==> config.mk <==
export PLATFORM = sky130hd
export DESIGN_NAME = regfile_wb_arbiter
export DESIGN_NICKNAME = d
export VERILOG_FILES = /design/src/rtl/regfile_wb_arbiter_pkg.sv /design/src/rtl/regfile_wb_arbiter_wb_scoreboard.sv /design/src/rtl/regfile_wb_arbiter.sv
export SDC_FILE = /design/constraint.sdc
export NUM_CORES = 1
export LEC_CHECK = 0
export BUFFER_PORTS_ARGS = -buffer_cell sky130_fd_sc_hd__buf_4
export CAP_MARGIN = 20
export CORE_UTILIZATION = 52
export CTS_CLUSTER_SIZE = 16
export DETAILED_ROUTE_END_ITERATION = 8
export GPL_TIMING_DRIVEN = 0
export MAX_ROUTING_LAYER = met4
export PLACE_DENSITY = 0.9
export SYNTH_ARGS = -nofsm -noshare
export SYNTH_HDL_FRONTEND = slang
export SYNTH_SLANG_ARGS = --single-unit
==> constraint.sdc <==
create_clock -name Clk -period 5.85 [get_ports Clk]
set_input_delay 0.585 -clock Clk [delete_from_list [all_inputs] [get_ports Clk]]
set_output_delay 0.585 -clock Clk [all_outputs]
set_load 0.1 [all_outputs]
==> src/rtl/regfile_wb_arbiter_pkg.sv <==
// Shared constants and grant encoding for the register-file writeback arbiter.
package regfile_wb_arbiter_pkg;

   localparam int DATA_WIDTH_DEF = 64;
   localparam int ADDR_WIDTH_DEF = 5;
   localparam int ZERO_REG_DEF   = 31;

   typedef enum logic {
      GNT_A = 1'b0,
      GNT_B = 1'b1
   } grant_e;

endpackage

==> src/rtl/regfile_wb_arbiter_wb_scoreboard.sv <==
// Pending-write scoreboard: tracks reserved destinations and reports RAW/WAW hazards to decode.
module wb_scoreboard
   import regfile_wb_arbiter_pkg::*;
#(
   parameter int ADDR_WIDTH = ADDR_WIDTH_DEF,
   parameter int ZERO_REG   = ZERO_REG_DEF
) (
   input  logic                  Clk,
   input  logic                  Reset,
   input  logic                  Reserve,
   input  logic [ADDR_WIDTH-1:0] ReserveAddr,
   input  logic                  ClrEn,
   input  logic [ADDR_WIDTH-1:0] ClrAddr,
   input  logic                  RegWr,
   input  logic [ADDR_WIDTH-1:0] RW,
   input  logic [ADDR_WIDTH-1:0] RA,
   input  logic [ADDR_WIDTH-1:0] RB,
   output logic                  ReserveReady,
   output logic                  BusyA,
   output logic                  BusyB
);

   localparam int NumRegs = 1 << ADDR_WIDTH;
   localparam logic [ADDR_WIDTH-1:0] ZeroAddr = ADDR_WIDTH'(ZERO_REG);

   logic [NumRegs-1:0] pending;
   logic [NumRegs-1:0] pendingNext;

   // Gated on the registered bits, so a same-cycle clear still stalls a reservation once.
   assign ReserveReady = !Reset && ((ReserveAddr == ZeroAddr) || !pending[ReserveAddr]);

   always_comb begin
      pendingNext = pending;
      if (ClrEn)
         pendingNext[ClrAddr] = 1'b0;
      if (Reserve && ReserveReady)
         pendingNext[ReserveAddr] = 1'b1;
      pendingNext[ZeroAddr] = 1'b0;
   end

   always_ff @(posedge Clk) begin
      if (Reset)
         pending <= '0;
      else
         pending <= pendingNext;
   end

   // The in-flight term covers the gap between the clear and the negedge register-file write.
   assign BusyA = (RA != ZeroAddr) && (pending[RA] || (RegWr && (RW == RA)));
   assign BusyB = (RB != ZeroAddr) && (pending[RB] || (RegWr && (RW == RB)));

endmodule

==> src/rtl/regfile_wb_arbiter.sv <==
// Round-robin arbiter sharing the register-file write port between execute (A) and late-load (B).
module regfile_wb_arbiter
   import regfile_wb_arbiter_pkg::*;
#(
   parameter int DATA_WIDTH = DATA_WIDTH_DEF,
   parameter int ADDR_WIDTH = ADDR_WIDTH_DEF,
   parameter int ZERO_REG   = ZERO_REG_DEF
) (
   input  logic                  Clk,
   input  logic                  Reset,
   input  logic                  ReqAValid,
   output logic                  ReqAReady,
   input  logic [ADDR_WIDTH-1:0] ReqAAddr,
   input  logic [DATA_WIDTH-1:0] ReqAData,
   input  logic                  ReqBValid,
   output logic                  ReqBReady,
   input  logic [ADDR_WIDTH-1:0] ReqBAddr,
   input  logic [DATA_WIDTH-1:0] ReqBData,
   input  logic                  Reserve,
   input  logic [ADDR_WIDTH-1:0] ReserveAddr,
   output logic                  ReserveReady,
   input  logic [ADDR_WIDTH-1:0] RA,
   input  logic [ADDR_WIDTH-1:0] RB,
   output logic                  BusyA,
   output logic                  BusyB,
   output logic                  RegWr,
   output logic [ADDR_WIDTH-1:0] RW,
   output logic [DATA_WIDTH-1:0] BusW
);

   localparam logic [ADDR_WIDTH-1:0] ZeroAddr = ADDR_WIDTH'(ZERO_REG);

   grant_e                lastGrant;
   logic                  grantA;
   logic                  grantB;
   logic                  handshake;
   logic [ADDR_WIDTH-1:0] selAddr;
   logic [DATA_WIDTH-1:0] selData;

   // A wins a tie only when B held the previous grant.
   assign grantA    = !Reset && ReqAValid && (!ReqBValid || (lastGrant == GNT_B));
   assign grantB    = !Reset && ReqBValid && !grantA;
   assign handshake = grantA || grantB;
   assign ReqAReady = grantA;
   assign ReqBReady = grantB;
   assign selAddr   = grantA ? ReqAAddr : ReqBAddr;
   assign selData   = grantA ? ReqAData : ReqBData;

   // Write-port stage: RW/BusW settle at the posedge so the negedge capture sees stable data.
   always_ff @(posedge Clk) begin
      if (Reset) begin
         RegWr     <= 1'b0;
         RW        <= '0;
         BusW      <= '0;
         lastGrant <= GNT_B;
      end else if (handshake) begin
         RegWr     <= (selAddr != ZeroAddr);
         RW        <= selAddr;
         BusW      <= selData;
         lastGrant <= grantA ? GNT_A : GNT_B;
      end else begin
         RegWr     <= 1'b0;
      end
   end

   wb_scoreboard #(
      .ADDR_WIDTH (ADDR_WIDTH),
      .ZERO_REG   (ZERO_REG)
   ) uScoreboard (
      .Clk          (Clk),
      .Reset        (Reset),
      .Reserve      (Reserve),
      .ReserveAddr  (ReserveAddr),
      .ClrEn        (handshake),
      .ClrAddr      (selAddr),
      .RegWr        (RegWr),
      .RW           (RW),
      .RA           (RA),
      .RB           (RB),
      .ReserveReady (ReserveReady),
      .BusyA        (BusyA),
      .BusyB        (BusyB)
   );

endmodule

# Yosys cells after proc, flatten, opt, wreduce, memory -nomap -nowiden
# Index checks and enable logic that the tools add are counted.
# totals
regBits	102
output_inout_bits	75
# classes
eq_ne	6
n_reduce_logical	22
order_cmp	6
n_mux	15
bitwise_logic	4
# ops
cell	count
two-way mux 64 bit	1
two-way mux 31 bit	2
bitwise AND 31 bit	1
inverter 31 bit	1
bitwise OR 31 bit	1
< comparator 5 x 6 -> 1 bit, second input constant	4
binary-select mux 1 bit (select 5 bit)	3
!= test 5 bit, second input constant	3
logical AND 1 bit	12
demux 1 bit (select 5 bit)	2
== test 5 bit	2
>= comparator 5 x 1 -> 1 bit, second input constant	2
two-way mux 1 bit	6
== test 5 bit, second input constant	1
logical OR 1 bit	5
two-way mux 5 bit	1
logical NOT 1 bit	4
OR reduction 2 bit	1
inverter 1 bit	1

# Depth between registers and ports, before layout
# logic_depth
ltp_word	13
mapped_depth	8
ltp_nobuf	5

# Hierarchy
# From an unflattened synthesis, not the netlist that was laid out.
# unflattened
hier_cells	632
area_unflattened_um2	5790.6
# modules_own_cells
module	cells_per_inst	n_inst	area_each_um2
regfile_wb_arbiter	350	1	3358.2
wb_scoreboard	282	1	2432.3

# Worst setup path before layout
# OpenSTA, ideal clock, no wires.
# synth_timing
kind	reg2out
startpoint	reg RW[4]
endpoint	out BusyB
arrival_ns	3.214
path_buffers	0
slack_ns	2.051
t_required_ns	5.265
stages_incl_launch_ff	6
path_cell_list	dfxtp_1 > xor2_1 > nor4_1 > nand3_1 > o21ai_0 > a2bb2oi_1
# synth_via
elab_chain_cells	4
# synth_rtl
element	line	source
start: declaration	regfile_wb_arbiter.sv:27	output logic [ADDR_WIDTH-1:0] RW,
start signal: assignment	regfile_wb_arbiter.sv:58	RW <= selAddr;
== test 5 bit	regfile_wb_arbiter_wb_scoreboard.sv:50	assign BusyB = (RB != ZeroAddr) && (pending[RB] || (RegWr && (RW == RB)));
logical AND 1 bit	regfile_wb_arbiter_wb_scoreboard.sv:50	
logical OR 1 bit	regfile_wb_arbiter_wb_scoreboard.sv:50	
logical AND 1 bit	regfile_wb_arbiter_wb_scoreboard.sv:50	
end: declaration	regfile_wb_arbiter.sv:25	output logic BusyB,
# Every way passes these cells.

# Final worst setup path
# layout_timing
startpoint	in ReserveAddr[1]
endpoint	out ReserveReady
# layout_via
elab_chain_cells	5
elab_cells_between_ends	6
# layout_rtl
element	line	source
start: declaration	regfile_wb_arbiter.sv:20	input logic [ADDR_WIDTH-1:0] ReserveAddr,
binary-select mux 1 bit (select 5 bit)	regfile_wb_arbiter_wb_scoreboard.sv:30	assign ReserveReady = !Reset && ((ReserveAddr == ZeroAddr) || !pending[ReserveAddr]);
two-way mux 1 bit (implied by the code)	regfile_wb_arbiter_wb_scoreboard.sv:30	
logical NOT 1 bit	regfile_wb_arbiter_wb_scoreboard.sv:30	
logical OR 1 bit (*)	regfile_wb_arbiter_wb_scoreboard.sv:30	
logical AND 1 bit (*)	regfile_wb_arbiter_wb_scoreboard.sv:30	
end: declaration	regfile_wb_arbiter.sv:21	output logic ReserveReady,
# Mark *: on every way between the ends. The rest lies on a longest branch, timed or not. The select of a mux whose other input is x is not followed.

==> summary.txt <==
Status
  • Outcome: finished, final reports clean

Clocking
  • Resize count post-CTS: 0
  • Root buffer cell: clkbuf_8
  • Cts bufs inserted: 9
  • # Post-CTS Setup Buffers: 0
  • H-tree depth: 3
  • CTS sink count: around 100
  • Clock buffer depth: 2
  • CTS tree: built
  • Number of hold buffers added after cts: 0
  • Clk Latency, worst-skew pair: 370 ps
  • Clock Pin Slew Worst Setup and Hold Paths: 120 ps

GRT
  • Largest net degree at the start of global routing: 20
  • Met2 Resource Use GR: around 59%
  • Vias in the first global route: slightly below 6000
  • Met1 Use GR: 43.2%
  • First-pass GRT wire length: about 30000 um
  • GRT busiest layer: met2
  • Met3 GRT Util: slightly above 8%
  • Initial antenna violation count: 1
  • Grt total ovfl: 0
  • GRT Util Overall: 36.3%

Cells and area
  • Multi-input gate area: between 3000 and 4000 um2
  • FF/Latch Area: between 2000 and 2500 um2
  • Layout cell share with drive strength beyond 1: between 30 and 40%
  • Final net count: about 970
  • Synth-to-layout area growth: 37.1%
  • Fillers: 770
  • Layout Utilization: 73.5%

Route
  • Drt drc: 0
  • Iteration-0 DRC Markers: roughly 520
  • Antenna-violating nets left: 0
  • Detailed Route WL: 19600 um
  • Drt pass-1 iters: 5
  • Via count: ~6000
  • Routed len/inst: between 20 and 25 um
  • Vias per cell: around 6.2

Timing
  • Sum Neg Setup Slack: 0 ps
  • Min cycle time layout: ~3300 ps
  • Worst clock skew: between 10 and 15 ps
  • Final worst-path cycle share: 56.5%
  • Slew @ Worst Pin: approximately 800 ps
  • # setup viols final: 0
  • RSZ-0062 raised after global routing: no
  • Setup ws final: 2550 ps
  • Max-slew violations: 0
  • Worst slew margin: around 44%
  • Max Clk Rate: between 300 and 400 MHz
  • Hold Fails Final Rpt: 0

Floorplan
  • Die ar.: 11100 um2
  • IO Pins: about 230
  • CORE AREA: about 10000 um2
  • Die H: about 110 um
  • FP Rows: 37
  • Initial Util: ~54%
  • Die X: approximately 110 um

Critical path
  • Critical Path AT: around 2700 ps
  • Crit Path Category: input port to primary output
  • Critical path data required time: between 5000 and 6000 ps
  • Critical Path Start Type: input port
  • Critical path endpoint category: primary output
  • RR Startpoint: uScoreboard.pending[5]
  • FF-to-FF setup slack: 3610 ps
  • Crit-path max FO: 10
  • Critical path origin: ReserveAddr[1]

Power
  • Comb pwr share: between 30% and 40%
  • Clock power frac: 23.7%
  • Switching share of power: between 40% and 50%
  • Net Switching: 802 uW
  • Power density over cell area: between 200 and 300 nW/um2
  • Register share of total power: between 40% and 50%
  • IR drop worst, VDD: approximately 0.00019 V
  • Internal power: between 1 and 1.5 mW
  • Leak: ~3.3 nW

Placed design
  • Hpwl dp: approximately 15000 um
  • # port buffers: between 200 and 250
  • Dpl ws: roughly 2600 ps
  • Final GP Congestion: around 0.96

Synth
  • Distinct cell type count of the synthesized netlist: 42
  • Sequential fraction of the synthesis area: 36.9%
  • Syn_nets: roughly 730
  • Mapped Cells: roughly 580
  • Synth Area in Compound Gates: between 20% and 30%
  • Post-synth ARST share: 0%
  • Simple-Gate Fraction of Synth Area: 12.0%
  • FF+latch count, synth: about 100
  • Synth Area in Adders: 0%
  • Mux contribution to synthesized area: 23.8%
  • Synth warnings: 0
  • EDFF count, synth: 0
  • Synthesized cell area: ~5500 um2
  • Ys flop type: dfxtp_1
  • Synth Area in XOR/XNOR: between 1.5 and 2%
  • Synth Area per Inst: slightly below 10 um2
  • Main combinational cell family by area after synthesis: multiplexers

Job
  • Maxcap violations: 0

Worst hold path
  • Hold Crit Class: input port to register
  • Min-delay src: ReqAData[62]
[per-layer routing]
layer,vias up,share of wire (%)
met4,0,3.6
met5,-,0
met2,315,48
met1,2822,39
li1,2699,-
met3,53,9.0
[cells in the mapped netlist, types with 4 or more instances]
cell type	instances	area share, %
o31ai_1	31	4.2
mux2i_1	90	16
o21ai_0	5	0.45
mux2_2	4	0.81
a21oi_1	5	0.45
nor2b_1	11	1.2
clkbuf_1	36	2.4
buf_1	11	0.75
nand3b_1	5	0.68
nand3_1	13	1.2
xor2_1	8	1.3
dfxtp_1	102	37
inv_1	5	0.34
mux4_2	13	5.3
nor2_1	76	5.2
nand2_1	12	0.81
o311ai_0	32	5.1
a211oi_1	68	9.2
buf_6	4	0.81
nor3_1	5	0.45
[final cells by class]
cell class / instances / area share (%)
Multi-Input combinational cell: 414 / 42.7
Sequential cell: 102 / 26.9
Timing Repair Buffer: 224 / 22.2
Buffer: 53 / 3.05
Tap cell: 136 / 2.24
Clock buffer: 10 / 1.81
Clock inverter: 6 / 0.808
Inverter: 6 / 0.297
Antenna cell: 1 / 0.0330
[worst paths after layout]
kind	endpoint	cells after the start
worst min register to register	lastGrant	2
worst max-delay path	ReserveReady	9
worst min-delay path	BusW[62]	3
worst max register to register	uScoreboard.pending[1]	6
[kinds of logic after synthesis]
logic type / count (synthesis)
compound gates: 153
buf+inv: 59
simple gates: 141
flops: 102
mux: 110
xor+xnor: 10
[metrics by stage]
step	cells	hold slack, ps	power (mW)	area [um2]
final	952	499	1.92	7590
after detailed placement	935	491	1.47	7390
after floorplan	575	453	1.26	5540
after global routing	952	487	1.98	7590
after CTS	951	489	1.92	7590
after global placement	935	464	1.46	7390
[worst max-delay path, stage by stage]
cell and delay [ps]:
clkbuf_1 340, buf_1 520, mux2i_1 260, nand3_1 90
nand4_1 110, nand4_2 240, buf_6 230, inv_1 50
buf_4 280
[cell usage in the layout, fill, tap and decap left out, types with 3 or more instances in the layout]
master    Yosys  layout
a211oi_1     68      68
a21oi_1       5       5
a22oi_1       3       3
buf_1        11      11
buf_4         0     224
buf_6         4       4
clkbuf_1     36      36
clkbuf_8      0      10
dfxtp_1     102     102
inv_1         5       5
inv_8         0       4
mux2_2        4       4
mux2i_1      90      90
mux4_1        3       3
mux4_2       13      13
nand2_1      12      12
nand3_1      13      13
nand3b_1      5       5
nand4_1       3       3
nor2_1       76      76
nor2b_1      11      11
nor3_1        5       5
nor3b_1       3       3
nor4_1        3       3
o21ai_0       5       5
o311ai_0     32      32
o31ai_1      31      31
xor2_1        8       8
[sequential cells by signal, indices dropped and copies added, names as in the netlist]
name                 cells
RW                       5
lastGrant                1
RegWr                    1
BusW                    64
uScoreboard.pending     31
[power by group through the flow]
stage               Combinational [mW]  Sequential [mW]  Clock (mW)
finish                           0.696            0.769       0.455
global route                     0.722            0.773       0.484
CTS                              0.692            0.767       0.456
global placement                 0.680            0.781           0
detailed placement               0.691            0.782           0
floorplan                        0.187             1.07           0
(Power assumes the default switching activity.)
